## src/rtl/data_memory_ctrl.sv

```systemverilog
// Single-port data memory for the MEM stage: valid/ready request port, byte-strobed
// writes, registered one-cycle response, range checking and a clear/preload sequencer.
module data_memory_ctrl #(
  parameter int DATA_W        = 16,
  parameter int DEPTH         = 64,
  parameter int ADDR_W        = 16,
  parameter int PRELOAD_ADDR0 = 17,
  parameter int PRELOAD_VAL0  = 56,
  parameter int PRELOAD_ADDR1 = 15,
  parameter int PRELOAD_VAL1  = 65
) (
  input  logic                  clk,
  input  logic                  rst,
  input  logic                  clear_req,
  input  logic                  req_valid,
  output logic                  req_ready,
  input  logic                  req_we,
  input  logic [ADDR_W-1:0]     req_addr,
  input  logic [DATA_W-1:0]     req_wdata,
  input  logic [DATA_W/8-1:0]   req_be,
  output logic                  rsp_valid,
  output logic [DATA_W-1:0]     rsp_rdata,
  output logic                  rsp_err,
  output logic                  init_done
);

  localparam int BE_W  = DATA_W / 8;
  localparam int IDX_W = (DEPTH > 1) ? $clog2(DEPTH) : 1;

  localparam logic [ADDR_W:0]   DEPTH_X  = (ADDR_W+1)'(DEPTH);
  localparam logic [ADDR_W-1:0] LAST_CNT = ADDR_W'(DEPTH - 1);
  localparam logic [ADDR_W-1:0] PA0      = ADDR_W'(PRELOAD_ADDR0);
  localparam logic [ADDR_W-1:0] PA1      = ADDR_W'(PRELOAD_ADDR1);
  localparam logic [DATA_W-1:0] PV0      = DATA_W'(PRELOAD_VAL0);
  localparam logic [DATA_W-1:0] PV1      = DATA_W'(PRELOAD_VAL1);

  typedef enum logic {INIT, IDLE} state_t;

  state_t              state_q, state_d;
  logic [ADDR_W-1:0]   cnt_q, cnt_d;
  logic                rsp_valid_q, rsp_valid_d;
  logic                rsp_err_q, rsp_err_d;
  logic [DATA_W-1:0]   rsp_rdata_q, rsp_rdata_d;

  logic [DATA_W-1:0]   mem [DEPTH];

  logic                mem_we;
  logic [IDX_W-1:0]    mem_idx;
  logic [BE_W-1:0]     mem_be;
  logic [DATA_W-1:0]   mem_wdata;
  logic [IDX_W-1:0]    rd_idx;
  logic                in_range;

  assign rd_idx   = req_addr[IDX_W-1:0];
  assign in_range = ({1'b0, req_addr} < DEPTH_X);

  always_comb begin
    state_d     = state_q;
    cnt_d       = cnt_q;
    rsp_valid_d = 1'b0;
    rsp_err_d   = 1'b0;
    rsp_rdata_d = '0;
    req_ready   = 1'b0;
    mem_we      = 1'b0;
    mem_idx     = rd_idx;
    mem_be      = '0;
    mem_wdata   = req_wdata;

    unique case (state_q)
      INIT: begin
        // Sweep the whole array once, planting the two preload words on the way.
        mem_we  = 1'b1;
        mem_idx = cnt_q[IDX_W-1:0];
        mem_be  = '1;
        if (cnt_q == PA0)      mem_wdata = PV0;
        else if (cnt_q == PA1) mem_wdata = PV1;
        else                   mem_wdata = '0;
        cnt_d = cnt_q + 1'b1;
        if (cnt_q == LAST_CNT) begin
          state_d = IDLE;
          cnt_d   = '0;
        end
      end
      IDLE: begin
        if (clear_req) begin
          state_d = INIT;
          cnt_d   = '0;
        end else begin
          req_ready = 1'b1;
          if (req_valid) begin
            rsp_valid_d = 1'b1;
            if (!in_range) begin
              rsp_err_d = 1'b1;
            end else if (req_we) begin
              mem_we = 1'b1;
              mem_be = req_be;
            end else begin
              rsp_rdata_d = mem[rd_idx];
            end
          end
        end
      end
      default: state_d = INIT;
    endcase
  end

  always_ff @(posedge clk or negedge rst) begin
    if (!rst) begin
      state_q     <= INIT;
      cnt_q       <= '0;
      rsp_valid_q <= 1'b0;
      rsp_err_q   <= 1'b0;
      rsp_rdata_q <= '0;
    end else begin
      state_q     <= state_d;
      cnt_q       <= cnt_d;
      rsp_valid_q <= rsp_valid_d;
      rsp_err_q   <= rsp_err_d;
      rsp_rdata_q <= rsp_rdata_d;
    end
  end

  // The array itself is never reset; the INIT sweep rewrites every word.
  always_ff @(posedge clk) begin
    if (mem_we) begin
      for (int i = 0; i < BE_W; i++) begin
        if (mem_be[i]) mem[mem_idx][8*i +: 8] <= mem_wdata[8*i +: 8];
      end
    end
  end

  assign rsp_valid = rsp_valid_q;
  assign rsp_err   = rsp_err_q;
  assign rsp_rdata = rsp_rdata_q;
  assign init_done = (state_q == IDLE);

endmodule

```

## config.mk

```make
export PLATFORM = sky130hd
export DESIGN_NAME = data_memory_ctrl
export DESIGN_NICKNAME = d
export VERILOG_FILES = /design/src/rtl/data_memory_ctrl.sv
export SDC_FILE = /design/constraint.sdc
export NUM_CORES = 1
export LEC_CHECK = 0
export BUFFER_PORTS_ARGS = -buffer_cell sky130_fd_sc_hd__buf_2
export CAP_MARGIN = 5
export CORE_MARGIN = 2
export CORE_UTILIZATION = 50
export CTS_CLUSTER_DIAMETER = 200
export DETAILED_ROUTE_END_ITERATION = 16
export MAX_ROUTING_LAYER = met4
export PLACE_DENSITY_LB_ADDON = 0.05
export SYNTH_ARGS = -nofsm -noshare
export SYNTH_HDL_FRONTEND = slang
export SYNTH_SLANG_ARGS = --single-unit
```

## constraint.sdc

```tcl
create_clock -name clk -period 6.4 [get_ports clk]
set_clock_uncertainty 0.05 [all_clocks]
set_input_delay 0.32 -clock clk [delete_from_list [all_inputs] [get_ports clk]]
set_output_delay 0.32 -clock clk [all_outputs]
set_load 0.02 [all_outputs]
```

# Word level (Yosys, flattened, before mapping)
# Memories as Yosys holds them, arrays and structs flattened.
# Cells that the tools add are included.
# totals
ff_bits	35
ramBits	1024
inputBits	39
output_inout_bits	20
word_cells	52
memories	1
# op_classes
addsub	1
n_lt_le_gt_ge	1
n_eq_ne	4
muxes	39
bitwise	1
# memory_table
memory	words	width	rd	rd_clocked_by_memory_dff	wr	line	text
mem	64	16	1	0	1	45	logic [DATA_W-1:0] mem [DEPTH];
# op_table
cell	count
$mux 16	8
$pmux 16 s2	1
$mux 1	20
$add 16x1->16 const B	1
$eq 16x4->1 const B	1
$eq 16x5->1 const B	1
$eq 16x6->1 const B	1
$lt 16x7->1 const B	1
$mux 7	2
$mux 2	4
$mux 6	1
$pmux 1 s2	2
$pmux 2 s2	1
$ne 2x2->1 const B	1
$not 1->1	1

# Longest topological paths before layout
# logic_depth
ltp_word	8
depth_mapped	10
mapped_depth_nobuf	6

# Least setup slack after synthesis
# OpenSTA, ideal clock, no wires.
# synth_path
kind	register -> register
from	reg cnt_q[6]
to	mem mem[0][0], data pin
setup_ns	0.721
t_arrival_ns	4.160
required_ns	5.629
setup_slack_ns	1.469
path_stages_with_launch	6
path_buffers	1
period_less_slack_ns	4.931
cell_sequence	dfrtp_1 > clkbuf_1 > or4_1 > nor4_4 > nand3_1 > o31ai_1
# synth_via
elab_chain_cells	4
elab_cells_between_ends	5
cone_classes	2 x eq/ne; 3 x mux
# synth_lines
element	line	text
start, declared	40	logic [ADDR_W-1:0] cnt_q, cnt_d;
start signal, assigned	116	cnt_q <= cnt_d;
$eq 16x4->1	76	else if (cnt_q == PA1) mem_wdata = PV1;
$mux 7	76	
$mux 7 *	75	if (cnt_q == PA0) mem_wdata = PV0;
$mux 16 *	69	unique case (state_q)
via mem_wdata[0]	50	logic [DATA_W-1:0] mem_wdata;
end, declared	45	
# Mark *: on every way through the listed nets, which the timed path passes. The rest lies on a longest branch.

# Worst setup path in the final report
# layout_path
from	reg state_q, in the netlist init_done
to	mem mem[6][6], enable pin
# layout_via
elab_chain_cells	5
elab_cells_between_ends	7
cone_classes	6 x mux; 1 x bitwise
# layout_lines
element	line	text
start, declared	39	state_t state_q, state_d;
start signal, assigned	115	state_q <= state_d;
$not 1->1	-	
$pmux 2 s2	69	
$mux 1	127	if (mem_be[i]) mem[mem_idx][8*i +: 8] <= mem_wdata[8*i +: 8];
$mux 1	125	if (mem_we) begin
$mux 1 (not written as such)	127	
# Several ways; a longest one is shown, not always the timed one.

==> qor.yml <==
status: "finished clean"
grt_max_degree: 88
clkSlewWorstSetupHoldPaths_ns: 0.06
htreeDepth: 3
crit_fanout: 32
fin_tns_setup_ns: 0
antenna_found_initial: 2
reg2reg_from: "init_done"
critPathSlowestCell: "dfrtp_1"
cp-startpoint: "init_done"
grt_pass1_vias: 21000
seq_area_frac_synth_pct: 76.4
power.internal_mw: 12.4
met3_usage_pct: 5.10
grt_remaining_overflow: 0
portBuffers: 58
design_area_sq_um: 46500
p_switching_mw: 4.38
cts_tree: "done"
tightest_slew_ns: 1.14
grtUsageMet1_pct: 40.6
total_power_mw: 16.8
syn_inst: 2022
grt.busiest_layer: "met1"
swShare_pct: 26.1
synth_edf_count: 1024
utilization_pct: 56.7
place_ws_ns: 2.16
wl_microns: 111000
ant_nets: 0
setup-violations-final: 0
critPathCapture: "mem[6][6]"
cts.sinks: 1059
finalCritPeriodShare_pct: 66.9
fin_hold_ws_ns: 0.0847
cts_buffer_depth: 3
drive_above_1_share_pct: 24.8
antenna_cells: 0
netlist-cell-type-count: 66
syn2layout_area_growth_pct: 12.2
final_common_cell: "edfxtp_1"
grt_pass1_wl_microns: 159000
via_per_inst: 6.48
track_usage_pct: 27.3
instances_no_fill: 3272
nets: 2154
gp_congestion: 0.859
worstPathArrival_ns: 4.53
hold_violations: 0
drt_iter0_markers: 2521
crit_required_ns: 6.65
synth_fp_nets: 2063
insertion_delay_ns: 0.67
rsz0062_at_grt: "false"
dp.cells: 3072
path_class: "flip-flop to flip-flop"
reg2reg_depth: 4
dieHeight_microns: 292
syn_area_sq_um: 41400
powerDensity_nw_per_um2: 361
crit_buf_inv: 1
max_freq_ghz: 0.234
synthArstFlopShare_pct: 3.31
wire_per_inst_microns: 34.0
final_cell_mix: "edfxtp_1, mux4_2, nor2_1"
maxSlewViolCount: 0
pwr-share-comb_pct: 12.4
crit_chain: "clkinv_1 > a21boi_2 > nand3_1 > nor2_1"
cts-root-buf: "clkbuf_16"
timing.final.ws_setup_ns: 2.12
end_kind: "flip-flop"
pwr-share-clk_pct: 37.2
cts_buffers: 106
use_met2_pct: 39.2
post-route-min-period_ns: 4.28
dominantRegCellSynth: "edfxtp_1"
route.detailed.drc: 0
place_hpwl_microns: 66800
row_count: 105
synth_warnings: 0
vias: 21200
peakVddDrop_mv: 0.262
path_delay_family: "simple AND/OR/NAND/NOR gates"
slowest_delay_ns: 0.97
slew_headroom_pct: 23.9
hp-class: "input port to flip-flop"
rrSetupSlack_ns: 2.12
core_area_sq_um: 82000
cp_num_cells: 4
dieWidth_microns: 292
drv_cap: 0
avgSynthCellArea_sq_um: 20.5
initial_utilization_pct: 50.5
io_pins: 59
dpl-instance-area_sq_um: 42900
r2r_end: "mem[6][6]"
fillerInstances: 6098
cp-start-kind: "flip-flop"
p_leak_nw: 15.0
post_cts_resized: 0
ys_seq_elements: 1059
seq_power_share_pct: 50.5
drt_pass1_iterations: 6
die_area_sq_um: 85100
[power by group through the flow]
stage	sequential, mW	combinational (mW)	clock (mW)
after floorplan	8.52	1.10	0
after global placement	8.62	2.05	0
after detailed placement	8.61	2.08	0
after CTS	8.47	2.08	6.32
after global routing	8.50	2.18	6.60
final	8.47	2.07	6.25
[worst reg2reg max path, delay by kind of cell, from the launching register on]
family	cells	cell delay, ns
AO/OA/AOI/OAI	1	0.86
AND/OR/NAND/NOR	2	1.53
flip-flops	1	0.97
buffers and inverters	1	0.50
[routing by layer]
metal  wire [microns]  vias to the layer above  share of wire [%]
met5                0                        -                  0
met4             2650                        0                2.4
met3            10200                      160                9.1
met2            50700                     1116                 46
met1            47800                    11300                 43
li1                 -                     8595                  -
[synth_stat cells (3+ instances only)]
cell type | count | area, sq um
dfrtp_1 | 35 | 876
buf_4 | 17 | 128
buf_2 | 44 | 220
mux2_2 | 14 | 158
a22o_1 | 9 | 78.8
mux2i_1 | 58 | 581
o221ai_1 | 7 | 61.3
nand3_1 | 48 | 240
xnor2_1 | 4 | 35.0
clkbuf_1 | 42 | 158
o22ai_1 | 48 | 300
a211o_1 | 4 | 35.0
nand3b_1 | 3 | 22.5
buf_6 | 3 | 33.8
nor3_1 | 7 | 35.0
or3_1 | 5 | 31.3
or2_2 | 3 | 18.8
mux4_2 | 244 | 5500
o2bb2ai_1 | 3 | 26.3
buf_1 | 4 | 15.0
a311o_1 | 3 | 30.0
a2111oi_0 | 6 | 52.6
inv_1 | 11 | 41.3
edfxtp_1 | 1024 | 30700
a21o_1 | 5 | 37.5
nor2_1 | 150 | 563
nand2b_1 | 8 | 50.1
nor4_1 | 9 | 56.3
o21ai_0 | 17 | 85.1
nand4_1 | 4 | 25.0
nor2b_1 | 11 | 68.8
a22oi_1 | 23 | 173
nand2_1 | 52 | 195
or4_1 | 4 | 30.0
a211oi_1 | 8 | 60.1
a32o_1 | 4 | 40.0
a21oi_1 | 19 | 95.1
o31ai_1 | 6 | 45.0
and2_1 | 17 | 106
o21ai_1 | 6 | 30.0
[worst min path at each step]
stage | to | cells after the start | startpoint | slack, ns
after floorplan | cnt_q[0] | 0 | rst | -0.03
after global placement | cnt_q[10] | 1 | cnt_q[10] | 0.45
after detailed placement | cnt_q[10] | 1 | cnt_q[10] | 0.46
after CTS | rsp_err | 4 | req_addr[7] | 0.07
after global routing | rsp_err | 4 | req_addr[6] | 0.12
final | rsp_err | 4 | req_addr[6] | 0.08
[sequential cells by signal (all words and copies together) (netlist names)]
name and cells:
cnt_q 16, init_done 1, mem 1024, rsp_err 1
rsp_rdata 16, rsp_valid 1
[logic make-up after synthesis]
kind of cell	synth area share, %
buffers and inverters	1.45
AOI/OAI and AO/OA	3.14
and+or+nand+nor	3.80
DFF	76.4
xor gates and xnor gates	0.106
muxes	15.1
adders and majority gates	0.0604
[final cells by class]
cell class,instances,area [sq um],area share [%]
clock inverter,65,649,1.40
tap,1070,1340,2.88
multi-input combinational,841,9290,20.0
clock buffer,132,2870,6.19
inverter,12,45.0,0.0970
timing repair buffer,93,628,1.35
sequential,1059,31600,68.1
[timing repair]
action	in CTS	in global routing
endpoints found under the hold margin	40	0
hold buffers	3	0
endpoints found under the setup margin	0	0
setup buffers	0	0
No activity file was read; power rests on OpenSTA's default activity.
